<file path="src/rtl/axi_lite_master.sv">
// axi_lite_master
// ---------------------------------------------------------------------------
// Single-outstanding AXI4-Lite initiator. A command taken on the cmd_* port
// (one read or one write) is turned into AXI4-Lite channel handshakes, and
// the outcome (read data plus BRESP/RRESP) is returned on the rsp_* port.
// A saturating counter tracks how many responses came back non-OKAY.
//
// Ports
//   m_axi_aclk, m_axi_areset   clock, synchronous active-high reset
//   cmd_valid / cmd_ready      command handshake (cmd_ready = block idle)
//   cmd_write                  1 = write, 0 = read
//   cmd_addr                   byte address, forwarded unchanged
//   cmd_wdata / cmd_wstrb      write payload (ignored for reads)
//   rsp_valid / rsp_ready      response handshake
//   rsp_write                  echo of the command direction
//   rsp_rdata                  read data (0 for writes)
//   rsp_resp                   captured BRESP / RRESP
//   err_count                  saturating count of non-OKAY responses
//   m_axi_aw* / w* / b*        AXI4-Lite write address, data, response
//   m_axi_ar* / r*             AXI4-Lite read address, data
// All outputs are driven straight from registers.
// ---------------------------------------------------------------------------
module axi_lite_master #(
  parameter int         M_AXI_DATA_WIDTH = 32,
  parameter int         M_AXI_ADDR_WIDTH = 4,
  parameter logic [2:0] AXI_PROT         = 3'b000
) (
  input  logic                          m_axi_aclk,
  input  logic                          m_axi_areset,

  input  logic                          cmd_valid,
  output logic                          cmd_ready,
  input  logic                          cmd_write,
  input  logic [M_AXI_ADDR_WIDTH-1:0]   cmd_addr,
  input  logic [M_AXI_DATA_WIDTH-1:0]   cmd_wdata,
  input  logic [M_AXI_DATA_WIDTH/8-1:0] cmd_wstrb,

  output logic                          rsp_valid,
  input  logic                          rsp_ready,
  output logic                          rsp_write,
  output logic [M_AXI_DATA_WIDTH-1:0]   rsp_rdata,
  output logic [1:0]                    rsp_resp,
  output logic [7:0]                    err_count,

  output logic [M_AXI_ADDR_WIDTH-1:0]   m_axi_awaddr,
  output logic [2:0]                    m_axi_awprot,
  output logic                          m_axi_awvalid,
  input  logic                          m_axi_awready,

  output logic [M_AXI_DATA_WIDTH-1:0]   m_axi_wdata,
  output logic [M_AXI_DATA_WIDTH/8-1:0] m_axi_wstrb,
  output logic                          m_axi_wvalid,
  input  logic                          m_axi_wready,

  input  logic [1:0]                    m_axi_bresp,
  input  logic                          m_axi_bvalid,
  output logic                          m_axi_bready,

  output logic [M_AXI_ADDR_WIDTH-1:0]   m_axi_araddr,
  output logic [2:0]                    m_axi_arprot,
  output logic                          m_axi_arvalid,
  input  logic                          m_axi_arready,

  input  logic [M_AXI_DATA_WIDTH-1:0]   m_axi_rdata,
  input  logic [1:0]                    m_axi_rresp,
  input  logic                          m_axi_rvalid,
  output logic                          m_axi_rready
);

  localparam int STRB_WIDTH = M_AXI_DATA_WIDTH / 8;

  typedef enum logic [2:0] {
    S_IDLE,
    S_WR_REQ,
    S_WR_RESP,
    S_RD_REQ,
    S_RD_RESP,
    S_RSP
  } state_t;

  state_t                      r_state,       w_state_next;
  logic                        r_cmd_ready,   w_cmd_ready_next;
  logic                        r_awvalid,     w_awvalid_next;
  logic                        r_wvalid,      w_wvalid_next;
  logic                        r_bready,      w_bready_next;
  logic                        r_arvalid,     w_arvalid_next;
  logic                        r_rready,      w_rready_next;
  logic                        r_aw_done,     w_aw_done_next;
  logic                        r_w_done,      w_w_done_next;
  logic [M_AXI_ADDR_WIDTH-1:0] r_awaddr,      w_awaddr_next;
  logic [M_AXI_ADDR_WIDTH-1:0] r_araddr,      w_araddr_next;
  logic [M_AXI_DATA_WIDTH-1:0] r_wdata,       w_wdata_next;
  logic [STRB_WIDTH-1:0]       r_wstrb,       w_wstrb_next;
  logic                        r_rsp_valid,   w_rsp_valid_next;
  logic                        r_rsp_write,   w_rsp_write_next;
  logic [M_AXI_DATA_WIDTH-1:0] r_rsp_rdata,   w_rsp_rdata_next;
  logic [1:0]                  r_rsp_resp,    w_rsp_resp_next;
  logic [7:0]                  r_err_count,   w_err_count_next;

  logic                        w_aw_hs;
  logic                        w_w_hs;
  logic                        w_b_hs;
  logic                        w_ar_hs;
  logic                        w_r_hs;
  logic                        w_capture;
  logic [1:0]                  w_capture_resp;

  // A channel transfer only counts while our own valid/ready is up, so a
  // slave asserting bvalid/rvalid early is ignored until we are ready.
  assign w_aw_hs = r_awvalid && m_axi_awready;
  assign w_w_hs  = r_wvalid  && m_axi_wready;
  assign w_b_hs  = r_bready  && m_axi_bvalid;
  assign w_ar_hs = r_arvalid && m_axi_arready;
  assign w_r_hs  = r_rready  && m_axi_rvalid;

  // State register and every registered output. Reset also discards any
  // in-flight command, so no response is produced for it.
  always_ff @(posedge m_axi_aclk) begin
    if (m_axi_areset) begin
      r_state     <= S_IDLE;
      r_cmd_ready <= 1'b0;
      r_awvalid   <= 1'b0;
      r_wvalid    <= 1'b0;
      r_bready    <= 1'b0;
      r_arvalid   <= 1'b0;
      r_rready    <= 1'b0;
      r_aw_done   <= 1'b0;
      r_w_done    <= 1'b0;
      r_awaddr    <= '0;
      r_araddr    <= '0;
      r_wdata     <= '0;
      r_wstrb     <= '0;
      r_rsp_valid <= 1'b0;
      r_rsp_write <= 1'b0;
      r_rsp_rdata <= '0;
      r_rsp_resp  <= 2'b00;
      r_err_count <= 8'd0;
    end else begin
      r_state     <= w_state_next;
      r_cmd_ready <= w_cmd_ready_next;
      r_awvalid   <= w_awvalid_next;
      r_wvalid    <= w_wvalid_next;
      r_bready    <= w_bready_next;
      r_arvalid   <= w_arvalid_next;
      r_rready    <= w_rready_next;
      r_aw_done   <= w_aw_done_next;
      r_w_done    <= w_w_done_next;
      r_awaddr    <= w_awaddr_next;
      r_araddr    <= w_araddr_next;
      r_wdata     <= w_wdata_next;
      r_wstrb     <= w_wstrb_next;
      r_rsp_valid <= w_rsp_valid_next;
      r_rsp_write <= w_rsp_write_next;
      r_rsp_rdata <= w_rsp_rdata_next;
      r_rsp_resp  <= w_rsp_resp_next;
      r_err_count <= w_err_count_next;
    end
  end

  // Next-state and next-output logic. Every register holds by default and
  // each state only changes what its handshake affects.
  always_comb begin
    w_state_next     = r_state;
    w_cmd_ready_next = r_cmd_ready;
    w_awvalid_next   = r_awvalid;
    w_wvalid_next    = r_wvalid;
    w_bready_next    = r_bready;
    w_arvalid_next   = r_arvalid;
    w_rready_next    = r_rready;
    w_aw_done_next   = r_aw_done;
    w_w_done_next    = r_w_done;
    w_awaddr_next    = r_awaddr;
    w_araddr_next    = r_araddr;
    w_wdata_next     = r_wdata;
    w_wstrb_next     = r_wstrb;
    w_rsp_valid_next = r_rsp_valid;
    w_rsp_write_next = r_rsp_write;
    w_rsp_rdata_next = r_rsp_rdata;
    w_rsp_resp_next  = r_rsp_resp;
    w_err_count_next = r_err_count;
    w_capture        = 1'b0;
    w_capture_resp   = 2'b00;

    case (r_state)
      S_IDLE: begin
        // cmd_ready rises in the first cycle after reset release.
        w_cmd_ready_next = 1'b1;
        if (cmd_valid && r_cmd_ready) begin
          w_cmd_ready_next = 1'b0;
          if (cmd_write) begin
            w_awaddr_next  = cmd_addr;
            w_wdata_next   = cmd_wdata;
            w_wstrb_next   = cmd_wstrb;
            w_awvalid_next = 1'b1;
            w_wvalid_next  = 1'b1;
            w_aw_done_next = 1'b0;
            w_w_done_next  = 1'b0;
            w_state_next   = S_WR_REQ;
          end else begin
            w_araddr_next  = cmd_addr;
            w_arvalid_next = 1'b1;
            w_state_next   = S_RD_REQ;
          end
        end
      end

      S_WR_REQ: begin
        // AW and W finish independently; move on once both have landed,
        // whether that is in one cycle or spread across several.
        if (w_aw_hs) begin
          w_awvalid_next = 1'b0;
          w_aw_done_next = 1'b1;
        end
        if (w_w_hs) begin
          w_wvalid_next = 1'b0;
          w_w_done_next = 1'b1;
        end
        if ((r_aw_done || w_aw_hs) && (r_w_done || w_w_hs)) begin
          w_bready_next = 1'b1;
          w_state_next  = S_WR_RESP;
        end
      end

      S_WR_RESP: begin
        if (w_b_hs) begin
          w_bready_next    = 1'b0;
          w_rsp_valid_next = 1'b1;
          w_rsp_write_next = 1'b1;
          w_rsp_rdata_next = '0;
          w_rsp_resp_next  = m_axi_bresp;
          w_capture        = 1'b1;
          w_capture_resp   = m_axi_bresp;
          w_state_next     = S_RSP;
        end
      end

      S_RD_REQ: begin
        if (w_ar_hs) begin
          w_arvalid_next = 1'b0;
          w_rready_next  = 1'b1;
          w_state_next   = S_RD_RESP;
        end
      end

      S_RD_RESP: begin
        if (w_r_hs) begin
          w_rready_next    = 1'b0;
          w_rsp_valid_next = 1'b1;
          w_rsp_write_next = 1'b0;
          w_rsp_rdata_next = m_axi_rdata;
          w_rsp_resp_next  = m_axi_rresp;
          w_capture        = 1'b1;
          w_capture_resp   = m_axi_rresp;
          w_state_next     = S_RSP;
        end
      end

      S_RSP: begin
        if (rsp_ready) begin
          w_rsp_valid_next = 1'b0;
          w_cmd_ready_next = 1'b1;
          w_state_next     = S_IDLE;
        end
      end

      default: begin
        w_state_next = S_IDLE;
      end
    endcase

    // Error counter sticks at 255 rather than wrapping.
    if (w_capture && (w_capture_resp != 2'b00) && (r_err_count != 8'hFF)) begin
      w_err_count_next = r_err_count + 8'd1;
    end
  end

  assign cmd_ready     = r_cmd_ready;
  assign rsp_valid     = r_rsp_valid;
  assign rsp_write     = r_rsp_write;
  assign rsp_rdata     = r_rsp_rdata;
  assign rsp_resp      = r_rsp_resp;
  assign err_count     = r_err_count;
  assign m_axi_awaddr  = r_awaddr;
  assign m_axi_awprot  = AXI_PROT;
  assign m_axi_awvalid = r_awvalid;
  assign m_axi_wdata   = r_wdata;
  assign m_axi_wstrb   = r_wstrb;
  assign m_axi_wvalid  = r_wvalid;
  assign m_axi_bready  = r_bready;
  assign m_axi_araddr  = r_araddr;
  assign m_axi_arprot  = AXI_PROT;
  assign m_axi_arvalid = r_arvalid;
  assign m_axi_rready  = r_rready;

endmodule
</file>
<file path="config.mk">
export PLATFORM = sky130hd
export DESIGN_NAME = axi_lite_master
export DESIGN_NICKNAME = d
export VERILOG_FILES = /design/src/rtl/axi_lite_master.sv
export SDC_FILE = /design/constraint.sdc
export NUM_CORES = 1
export LEC_CHECK = 0
export BUFFER_PORTS_ARGS = -buffer_cell sky130_fd_sc_hd__buf_2
export CAP_MARGIN = 40
export CORE_UTILIZATION = 39
export DETAILED_ROUTE_END_ITERATION = 7
export PLACE_DENSITY = 0.76
export SKIP_CTS_REPAIR_TIMING = 1
export SYNTH_ARGS = -nofsm -noshare
export SYNTH_HDL_FRONTEND = slang
export SYNTH_SLANG_ARGS = --single-unit
</file>
<file path="constraint.sdc">
create_clock -name m_axi_aclk -period 1.5 [get_ports m_axi_aclk]
set_input_delay 0.075 -clock m_axi_aclk [delete_from_list [all_inputs] [get_ports m_axi_aclk]]
set_output_delay 0.075 -clock m_axi_aclk [all_outputs]
set_load 0.005 [all_outputs]
</file>
* Word level (Yosys, flattened, before mapping)
Index checks and enable logic that the tools add are counted.
Cells by class: $mul 0, reductions and logical operators 31, shifts and indexed selects 0, equality and inequality tests 16, div/mod/pow operators 0, $lt $le $gt $ge 0, add/subtract/negate cells 1, bitwise gates (word level) 1, mux-type cells 50
Operators by type and width (count):
- $mux 32 | 2
- $pmux 32 s2 | 1
- $mux 1 | 22
- $ne 2x2->1 const B | 10
- $pmux 1 s2 | 10
- $mux 3 | 6
- $pmux 3 s6 | 1
- $reduce_and 4->1 | 4
- $reduce_and 3->1 | 5
- $reduce_bool 2->1 | 7
- $mux 2 | 5
- $logic_and 1x1->1 | 9
- $add 8x1->8 const B | 1
- $ne 8x8->1 const B | 1
- $pmux 2 s2 | 2
- $eq 3x2->1 const B | 2
- $eq 3x3->1 const B | 2
- $reduce_and 6->1 | 1
- $eq 3x1->1 const B | 1
- $logic_not 3->1 | 1
- $pmux 1 s3 | 1
- $reduce_bool 3->1 | 1
- $logic_or 1x1->1 | 2
- $reduce_and 2->1 | 1
- $not 1->1 | 1
Storage, ports and cells: input bits 86, ROM bits 0, bits in registers 99, latch bits 0, bits in writable memories 0, memories kept 0

* Logic depth before layout (Yosys ltp)
Gate-level depths: netlist (run 1).
depth after elaboration 6, depth in mapped cells 7, depth with buffers taken out 5

* Worst setup path after synthesis (run 1)
OpenSTA, ideal clock, no wires.
path type register to register, from register r_state[0], to register r_err_count[7], in the netlist err_count[7], library setup time 123 ps, path slack -127 ps, path buffers 0, period minus slack after synthesis 1627 ps, data required time 1377 ps, cell stages (with the launch flop) 5, arrival 1504 ps, path through dfxtp_1 -> nor3b_2 -> o2111ai_2 -> a2111oi_2 -> mux2_1
Between the ends: cells in the longest elaborated chain, start to end 5, elaborated cells on any way between the ends 7, those cells by class eq/ne (2); mux (2); reduce/logical (3)
Ends and longest elaborated chain:
- from (decl) | line 81 | state_t r_state, w_state_next;
- from (signal assigned) | line 139 | r_state <= w_state_next;
- $eq 3x3->1 / $eq 3x2->1 (equally long branches) | line 184 | case (r_state)
- $pmux 2 s2 | line 184
- $reduce_bool 2->1 | line 272 | if (w_capture && (w_capture_resp != 2'b00) && (r_err_count != 8'hFF)) begin
- $logic_and 1x1->1 (*) (2 in series) | line 272
- to (signal assigned) | line 156 | r_err_count <= w_err_count_next;
- to (decl) | line 98 | logic [7:0] r_err_count, w_err_count_next;
Every way passes the cells marked *; elsewhere a longest branch is shown, timed or not. A chain may end at the register's enable or synchronous reset.

* Worst setup path after layout (run 1)
from register r_state[2], to register r_rsp_rdata[13], in the netlist rsp_rdata[13]
Between the ends: cells in the longest elaborated chain, start to end 3, elaborated cells on any way between the ends 7, those cells by class eq/ne (4); mux (1); reduce/logical (2)
Ends and longest elaborated chain:
- $eq 3x3->1 / $eq 3x2->1 (equally long branches) | line 184
- $ne 2x2->1 (no line) / $reduce_bool 2->1 (equally long branches)
- $reduce_and 3->1 (no line)
- to (signal assigned) | line 154 | r_rsp_rdata <= w_rsp_rdata_next;
- to (decl) | line 96 | logic [M_AXI_DATA_WIDTH-1:0] r_rsp_rdata, w_rsp_rdata_next;
Several ways; a longest one is shown, not always the timed one.

==> flow_summary.ini, run 1 <==
[outcome]
outcome = complete, but fails checks
violations = setup timing

[yosys]
async_flop_share_pct = 0
synth_edf_count = 0
yosysSeqAreaShare_pct = 48.7
avgSynthCellArea_um2 = 8.39
synth_cell_types = 40
synth-adder-area-share_pct = 0.307
synthCells = 485
synth-xor-area-share_pct = 0
ys_ff_latch = 99
synth-compound-area-share_pct = 16.4
synthSimpleGateAreaFrac_pct = 25.4
yosysWarningCount = 0
synthMuxAreaShare_pct = 3.90
netlist_area_um2 = 4070
synth_top_family_by_area = simple AND/OR/NAND/NOR gates
synth-main-ff-cell = dfxtp_1

[timing]
hold_slack_ns = 0.0101
hold_violations = 0
layout_setup_ws_ns = -0.221
setup_viol_count_final = 49
fin_crit_ns = 1.72
finalCritPeriodShare_pct = 115
fin_skew_ns = 0.0174
max_freq_mhz = 581
rsz0062_at_grt = yes
final_max_slew_viol_count = 0

[cells_and_area]
fillCellCount = 670
final_common_cell = buf_2
drive_gt1_share_pct = 49.7
nets = 860
most-common-layout-cells = 179 x buf_2, 96 x dfxtp_1, 76 x nand2_1, 74 x dlygate4sd3_1, 42 x a21oi_2
instances_no_fill = 910
synthToLayoutAreaGrowth_pct = 80.7

[power_and_ir_drop]
combPwrFrac_pct = 25.0
leakagePower_uw = 0.00300
seqPwrFrac_pct = 45.3
swShare_pct = 28.4
p_per_area_nw_per_um2 = 867
switchingPower_uw = 1810
clkPwrFrac_pct = 29.7
p_int_uw = 4570
irDropWorstVdd_mv = 0.631

[grt]
grt_pass1_wl_um = 17200
grt-ovfl-total = 0
antenna_found_initial = 1
grt_max_degree = 49
grt_pass1_vias = 3839
track_usage_pct = 19.3

[clock_tree]
clock_path_buffers = 2
cts_tree = built
cts-root-buf = clkbuf_8
cts_max_level = 3
clk_latency_ns = 0.38
cts_made_buffers = 9
cts.sinks = 99
clkTransAtPathRegs_ns = 0.10

[drt]
wirelength_um = 16100
vias = 4729
routedWlPerCell_um = 17.7
drt_iter0_drc = 267
dr.pass1.iters = 4
ant_nets = 0
drc = 0
vias_per_cell = 5.20

[setup_path]
worstSetupPathType = register to register
required_ns = 1.80
worstSetupStartpoint = r_state[2]$_SDFFE_PP0P_
r2r-start = r_state[2]$_SDFFE_PP0P_
crit_fanout = 6
startpoint_type = register
cp.arrival_ns = 2.02
crit_path_end_kind = register

[die]
fp.coreArea_um2 = 9950
dieArea_um2 = 10800
fp-row-count = 36
initial_core_util_pct = 40.9
die_width_um = 104
dieHeight_um = 104
num_io_pins = 186

[placement]
io_buffers = 179
dp_hpwl_um = 7950
globalplace.congestion = 0.832
dp_cells = 798

[worst_hold_path]
hold_path_class = input pin to register
worst_hold_startpoint = rsp_ready

[run]
drv_cap = 0
[cell usage after synthesis, types with 2 or more instances]
| library cell | number | share of area (%) |
|---|---|---|
| nand3_1 | 39 | 4.8 |
| clkbuf_1 | 20 | 1.8 |
| mux2i_1 | 8 | 2.0 |
| buf_4 | 9 | 1.7 |
| nand2b_1 | 38 | 5.8 |
| dfxtp_1 | 99 | 49 |
| nor2b_1 | 8 | 1.2 |
| o21ai_0 | 5 | 0.61 |
| and2_1 | 3 | 0.46 |
| nor3b_2 | 2 | 0.61 |
| a211oi_1 | 7 | 1.3 |
| nand2_1 | 88 | 8.1 |
| and3b_1 | 2 | 0.43 |
| buf_2 | 11 | 1.4 |
| nor3_1 | 3 | 0.37 |
| a311oi_1 | 3 | 0.65 |
| a211o_1 | 2 | 0.43 |
| and3_1 | 3 | 0.46 |
| a21oi_1 | 83 | 10 |
| inv_1 | 3 | 0.28 |
| mux2_2 | 5 | 1.4 |
| mux2_1 | 2 | 0.55 |
| a32oi_1 | 3 | 0.65 |
| nor2_1 | 21 | 1.9 |
| a2111oi_0 | 2 | 0.43 |
| nand4b_1 | 2 | 0.43 |
[cells by family (layout without fill, tap and decap cells)]
group	after synthesis	after routing
AOI/OAI and AO/OA	112	112
adders and majority gates	1	1
buffers and inverters	44	330
DFF	99	99
muxes	15	15
other	1	7
and+or+nand+nor	213	213
[routing by layer]
metal / GRT usage [%] / wire length [um] / vias up
li1: - / - / 2214
met1: 22.4 / 6040 / 2270
met2: 33.7 / 8620 / 199
met3: 4.76 / 850 / 46
met4: 8.37 / 573 / 0
met5: 0 / 0 / -
[state kept, by name (all words and copies together), names as in the netlist, 2 cells and up]
name          count
m_axi_wdata      32
rsp_rdata        32
err_count         8
m_axi_araddr      4
m_axi_awaddr      4
m_axi_wstrb       4
r_state           3
rsp_resp          2
[critical path: stages, from the launching register on]
cell and delay [ns]:
dfxtp_4 0.37, buf_6 0.12, nand4b_1 0.24, a21oi_4 0.27, buf_8 0.18, clkbuf_16 0.16
nand3_1 0.08, a21oi_1 0.22
[cell type report]
cell class              count  area [um2]  area share [%]
multi-input cells         347        2590            35.2
inverters                   3        11.3           0.153
flip-flops and latches     99        1990            27.1
repair buffers            313        2380            32.3
diodes                      1        2.50          0.0340
clock inverters             4        76.3            1.04
well taps                 133         166            2.26
clock buffers              10         138            1.87
[power by group through the flow]
stage	logic [uW]	registers, uW	clock network [uW]
6_report	1590	2890	1890
3_5_place_dp	1240	2930	0
5_1_grt	1700	2910	2020
4_1_cts	1240	2880	1910
3_3_place_gp	1200	2920	0
2_1_floorplan	649	2940	0
[stage by stage]
stage | TNS (ns) | util [%] | area [um2] | worst slack [ns] | power [uW]
4_1_cts | -2.33 | 55.9 | 5570 | -0.119 | 6030
3_5_place_dp | -1.21 | 53.8 | 5350 | -0.0924 | 4180
2_1_floorplan | -0.133 | - | 4120 | -0.118 | 3590
3_3_place_gp | -0.221 | 53.8 | 5350 | -0.0714 | 4120
6_report | -5.43 | 73.9 | 7350 | -0.221 | 6380
5_1_grt | -8.27 | 73.9 | 7350 | -0.250 | 6630
[final timing paths]
| path | slack, ns | depth (start not counted) | endpoint |
|---|---|---|---|
| setup reg to reg | -0.22 | 7 | rsp_rdata[13]$_SDFFE_PP0P_ |
| hold / removal | 0.01 | 3 | rsp_valid$_SDFFE_PP0P_ |
| hold reg to reg | 0.44 | 2 | rsp_valid$_SDFFE_PP0P_ |
| setup / recovery | -0.22 | 7 | rsp_rdata[13]$_SDFFE_PP0P_ |
No activity file was read; power rests on OpenSTA's default activity.
==> run 2: changes to the inputs <==
--- a/config.mk
+++ b/config.mk
@@ -5,6 +5,7 @@
 export SDC_FILE = /design/constraint.sdc
 export NUM_CORES = 1
 export LEC_CHECK = 0
+export ABC_AREA = 1
 export BUFFER_PORTS_ARGS = -buffer_cell sky130_fd_sc_hd__buf_2
 export CAP_MARGIN = 40
 export CORE_UTILIZATION = 39
==> flow_summary.ini, run 2 <==
[outcome]
outcome = complete, but fails checks
violations = hold timing

[timing]
layout_setup_ws_ns = 0.0523
max_freq_mhz = 691
hold_slack_ns = -0.00921
finalCritPeriodShare_pct = 96.5
setup_viol_count_final = 0
fin_skew_ns = 0.00956
final_max_slew_viol_count = 0
hold_violations = 1
fin_crit_ns = 1.45

[power_and_ir_drop]
swShare_pct = 31.0
p_int_uw = 4310
p_per_area_nw_per_um2 = 1040
irDropWorstVdd_mv = 0.559
leakagePower_uw = 0.00294
switchingPower_uw = 1940
clkPwrFrac_pct = 26.6
combPwrFrac_pct = 25.0
seqPwrFrac_pct = 48.4

[yosys]
yosysSeqAreaShare_pct = 49.3
synthMuxAreaShare_pct = 0
synth-adder-area-share_pct = 0.311
yosysWarningCount = 0
synth-compound-area-share_pct = 13.0
synth_area_leaders = dfxtp_1 49%, nor2_1 11%, nand2_1 7.3%
synth_edf_count = 0
ys_ff_latch = 99
synth_top_area_share_pct = 49.3
synth-xor-area-share_pct = 0.653
synthTopCellsByCount = 118 x nor2_1, 99 x dfxtp_1, 78 x nand2_1
synth-main-ff-cell = dfxtp_1
synth_top_family_by_area = simple AND/OR/NAND/NOR gates
synthSimpleGateAreaFrac_pct = 29.0
yosysTopAreaCell = dfxtp_1
synth.most_common_cell = nor2_1
avgSynthCellArea_um2 = 7.53
async_flop_share_pct = 0
synth_cell_types = 28
netlist_area_um2 = 4020
synthCells = 534

[clock_tree]
cts_made_buffers = 9
cts.sinks = 99
clock_path_buffers = 2
cts-root-buf = clkbuf_8
clkTransAtPathRegs_ns = 0.09
cts_max_level = 3
cts_tree = built
clk_latency_ns = 0.36

[setup_path]
worstSetupStartpoint = r_state[0]$_SDFFE_PP0P_
r2r-start = r_state[0]$_SDFFE_PP0P_
startpoint_type = register
r2r_slack_ns = 0.05
r2r_cells = 7
crit_path_end_kind = register
cp.arrival_ns = 1.70
crit-reg2reg-capture = m_axi_wdata[25]$_SDFFE_PP0P_
crit_buf_inv = 2
max_stage_delay_ns = 0.38
crit_top_cell = nor2_1
path_cells = nor2_4 > nand2_2 > nor3_4 > inv_2 > buf_12 > nor2_1 > nor2_1
crit_fanout = 33
worstSetupPathType = register to register
required_ns = 1.75
crit_family = simple AND/OR/NAND/NOR gates
cp_slowest_cell = dfxtp_4

[grt]
grt_pass1_vias = 3936
grt_pass1_wl_um = 17600
antenna_found_initial = 0
track_usage_pct = 20.1
grt_max_degree = 43
grt-ovfl-total = 0

[placement]
dp_hpwl_um = 7700
pre_cts_slack_ns = -0.0401
globalplace.congestion = 0.856
io_buffers = 179
place_area_um2 = 5100

[cells_and_area]
final_common_cell = buf_2
most-common-layout-cells = 179 x buf_2, 116 x nor2_1, 96 x dfxtp_1, 78 x nand2_1, 68 x dlygate4sd3_1
antenna_cells = 0
fin_util_pct = 60.9
synthToLayoutAreaGrowth_pct = 49.3
postLayoutCellArea_um2 = 6010
nets = 871
drive_gt1_share_pct = 30.6

[drt]
routedWlPerCell_um = 13.6
dr.pass1.iters = 4
vias_per_cell = 4.89
wirelength_um = 12500
drt_iter0_drc = 314
vias = 4501
ant_nets = 0
drc = 0

[die]
fp-row-count = 36
num_io_pins = 186
dieHeight_um = 104
die_width_um = 104
fp.coreArea_um2 = 9860
dieArea_um2 = 10700
initial_core_util_pct = 40.8

[worst_hold_path]
holdPathStages = 3
worst_hold_startpoint = m_axi_rdata[3]
holdPathEnd = rsp_rdata[3]$_SDFFE_PP0P_
hold_path_class = input pin to register

[run]
drv_cap = 0
run 2: cell types whose count changed in the layout (fill, tap and decap cells not counted), sizes merged, moves of 6 or more:
cell	change
nor2b	-8
a21oi	-35
nand3	+9
buf	-29
nand2b	-38
clkbuf	-6
mux2	-7
mux2i	-8
a211oi	-7
dlygate4sd3	-6
o21ai	+49
nor2	+99
inv	+20
run 2: layer usage:
layer | vias up | track usage [%] | routed length (um)
met5 | - | 0 | 0
met4 | 0 | 7.35 | 232
met2 | 201 | 34.9 | 6340
met3 | 24 | 5.79 | 1010
li1 | 2215 | - | -
met1 | 2061 | 23.3 | 4960
run 2: worst register-to-register path, delay by kind of cell, from the launching register on:
| family | cells | cell delay, ns |
|---|---|---|
| and+or+nand+nor | 5 | 0.70 |
| DFF | 1 | 0.38 |
| buffers and inverters | 2 | 0.25 |
run 2: logic make-up (layout without fill, tap and decap cells):
family / count (synthesis) / after routing
and+or+nand+nor: 267 / 267
AOI/OAI and AO/OA: 104 / 104
DFF: 99 / 99
buffers and inverters: 59 / 308
xor gates and xnor gates: 3 / 3
adders and majority gates: 1 / 1
other: 1 / 6
run 2: final cells by class:
type,instances,area [um2]
Fill cell,818,3860
Sequential cell,99,1990
Timing Repair Buffer,271,1810
Multi-Input combinational cell,381,1770
Tap cell,133,166
Clock buffer,11,131
Inverter,22,90.1
Clock inverter,4,51.3
run 2: metrics by stage:
stage	hold WS, ns	total power, uW	setup TNS (ns)	cells
after floorplan	0.210	3910	0	539
after global placement	0.297	4400	0	836
after detailed placement	0.306	4430	-0.294	836
after CTS	-0.0849	6090	-1.06	851
after global routing	0.00648	6620	-0.0521	921
final	-0.00921	6250	0	921
run 2: worst max-delay path by stage:
| stage | cells past startpoint | endpoint | slack (ns) |
|---|---|---|---|
| 2_1_floorplan | 7 | err_count[2]$_SDFFE_PP0P_ | 0.06 |
| 3_3_place_gp | 8 | rsp_rdata[8]$_SDFFE_PP0P_ | 0.03 |
| 3_5_place_dp | 8 | rsp_rdata[11]$_SDFFE_PP0P_ | -0.04 |
| 4_1_cts | 8 | rsp_rdata[11]$_SDFFE_PP0P_ | -0.07 |
| 5_1_grt | 7 | m_axi_wdata[25]$_SDFFE_PP0P_ | -0.04 |
| 6_report | 7 | m_axi_wdata[25]$_SDFFE_PP0P_ | 0.05 |
run 2: power groups by stage:
stage | Combinational [uW] | Clock (uW) | Sequential (uW)
after floorplan | 885 | 0 | 3030
after global placement | 1340 | 0 | 3050
after detailed placement | 1370 | 0 | 3060
after CTS | 1380 | 1700 | 3010
after global routing | 1750 | 1810 | 3050
final | 1560 | 1660 | 3030
==> run 3: changes to the inputs <==
--- a/config.mk
+++ b/config.mk
@@ -5,12 +5,13 @@
 export SDC_FILE = /design/constraint.sdc
 export NUM_CORES = 1
 export LEC_CHECK = 0
-export ABC_AREA = 1
+export ABC_AREA = 0
 export BUFFER_PORTS_ARGS = -buffer_cell sky130_fd_sc_hd__buf_2
 export CAP_MARGIN = 40
-export CORE_UTILIZATION = 39
+export CORE_UTILIZATION = 29
+export CTS_CLUSTER_DIAMETER = 50
 export DETAILED_ROUTE_END_ITERATION = 7
-export PLACE_DENSITY = 0.76
+export PLACE_DENSITY = 0.61
 export SKIP_CTS_REPAIR_TIMING = 1
 export SYNTH_ARGS = -nofsm -noshare
 export SYNTH_HDL_FRONTEND = slang
==> flow_summary.ini, run 3 (synthesis gave the netlist of run 1 again) <==
[setup_path]
crit_family = buffers and inverters
crit_buf_inv = 3
required_ns = 1.77
max_stage_delay_ns = 0.37
crit_fanout = 15
crit_path_end_kind = register
path_cells = buf_8 > nand4b_1 > a21oi_4 > buf_12 > clkbuf_16 > nand3_1 > a21oi_1
worstSetupPathType = register to register
cp_slowest_cell = dfxtp_4
startpoint_type = register
cp.arrival_ns = 1.89

[grt]
grtUsageMet2_pct = 26.0
grt_pass1_vias = 3688
grt_max_degree = 41
grtUsageMet3_pct = 3.77
antenna_found_initial = 0
grt_most_used_layer = met2
grt-ovfl-total = 0
grtUsageMet1_pct = 17.8
track_usage_pct = 15.1
grt_pass1_wl_um = 17200

[timing]
setup_viol_count_final = 55
hold_slack_ns = -0.0241
fin_crit_ns = 1.61
fin_skew_ns = 0.00623
layout_setup_ws_ns = -0.112
rsz0062_at_grt = yes
finalCritPeriodShare_pct = 107
hold_violations = 7
max_freq_mhz = 620
final_max_slew_viol_count = 0

[drt]
vias_per_cell = 4.77
routedWlPerCell_um = 14.7
drt_iter0_drc = 170
drc = 0
wirelength_um = 13500
dr.pass1.iters = 4
vias = 4392
ant_nets = 0

[placement]
globalplace.congestion = 0.807
dp_hpwl_um = 8340
io_buffers = 179
place_area_um2 = 5340

[die]
dieArea_um2 = 14500
fp-row-count = 42
initial_core_util_pct = 30.3
num_io_pins = 186
fp.coreArea_um2 = 13500
dieHeight_um = 120
die_width_um = 120

[clock_tree]
clkTransAtPathRegs_ns = 0.07
clk_latency_ns = 0.34
cts_made_buffers = 9
cts-root-buf = clkbuf_16
clock_path_buffers = 2
cts_tree = built
cts_max_level = 3
cts.sinks = 99

[cells_and_area]
antenna_cells = 0
fin_util_pct = 50.1
final_common_cell = buf_2
synthToLayoutAreaGrowth_pct = 65.6
nets = 827
postLayoutCellArea_um2 = 6740
most-common-layout-cells = 178 x buf_2, 96 x dfxtp_1, 80 x nand2_1, 61 x a21oi_1, 53 x dlygate4sd3_1
drive_gt1_share_pct = 41.7
fillCellCount = 1229

[power_and_ir_drop]
irDropWorstVdd_mv = 0.667
p_per_area_nw_per_um2 = 997
total_power_uw = 6720
leakagePower_uw = 0.00280

[outcome]
outcome = complete, but fails checks
violations = hold timing, setup timing

[run]
drv_cap = 0

[worst_hold_path]
hold_path_class = input pin to register
[run 3: power by group]
group / total (uW) / internal (uW) / switching, uW
logic: 1540 / 778 / 763
clock network: 2290 / 1340 / 953
registers: 2880 / 2780 / 107
total: 6720 / 4890 / 1820
[run 3: tightest hold or removal path: stages]
cell and delay (ns):
buf_2 0.10, nand2_1 0.05, a21oi_1 0.05
[run 3: metrics by stage]
step           hold slack (ns)  TNS (ns)  instances  setup WS [ns]
5_1_grt               -0.00469     -9.35        921         -0.208
3_3_place_gp             0.306     -1.94        839        -0.0892
6_report               -0.0241     -4.02        921         -0.112
2_1_floorplan            0.190    -0.133        490         -0.118
4_1_cts                -0.0585     -6.89        855         -0.149
3_5_place_dp             0.318     -5.00        839         -0.131
[run 3: area by class of cell]
| type | instances | area, um2 | area share (%) |
|---|---|---|---|
| multi-input cells | 347 | 2200 | 32.7 |
| repair buffers | 280 | 2020 | 30.0 |
| flip-flops and latches | 99 | 1990 | 29.5 |
| clock buffers | 14 | 254 | 3.77 |
| well taps | 176 | 220 | 3.27 |
| clock inverters | 2 | 35.0 | 0.520 |
| inverters | 3 | 11.3 | 0.167 |
[run 3: metal layers]
layer / vias up / share of wire, %
met2: 163 / 51
met5: - / 0
met1: 2056 / 42
met3: 18 / 5.4
met4: 0 / 2.0
li1: 2155 / -
[run 3: worst paths after layout]
kind,depth (start not counted),from,to,slack [ns]
worst min-delay path,3,cmd_wdata[16],m_axi_wdata[16]$_SDFFE_PP0P_,-0.02
worst max register to register,7,r_state[2]$_SDFFE_PP0P_,rsp_rdata[4]$_SDFFE_PP0P_,-0.11
worst max-delay path,7,r_state[2]$_SDFFE_PP0P_,rsp_rdata[4]$_SDFFE_PP0P_,-0.11
worst min register to register,2,m_axi_awaddr[3]$_SDFFE_PP0P_,m_axi_awaddr[3]$_SDFFE_PP0P_,0.45
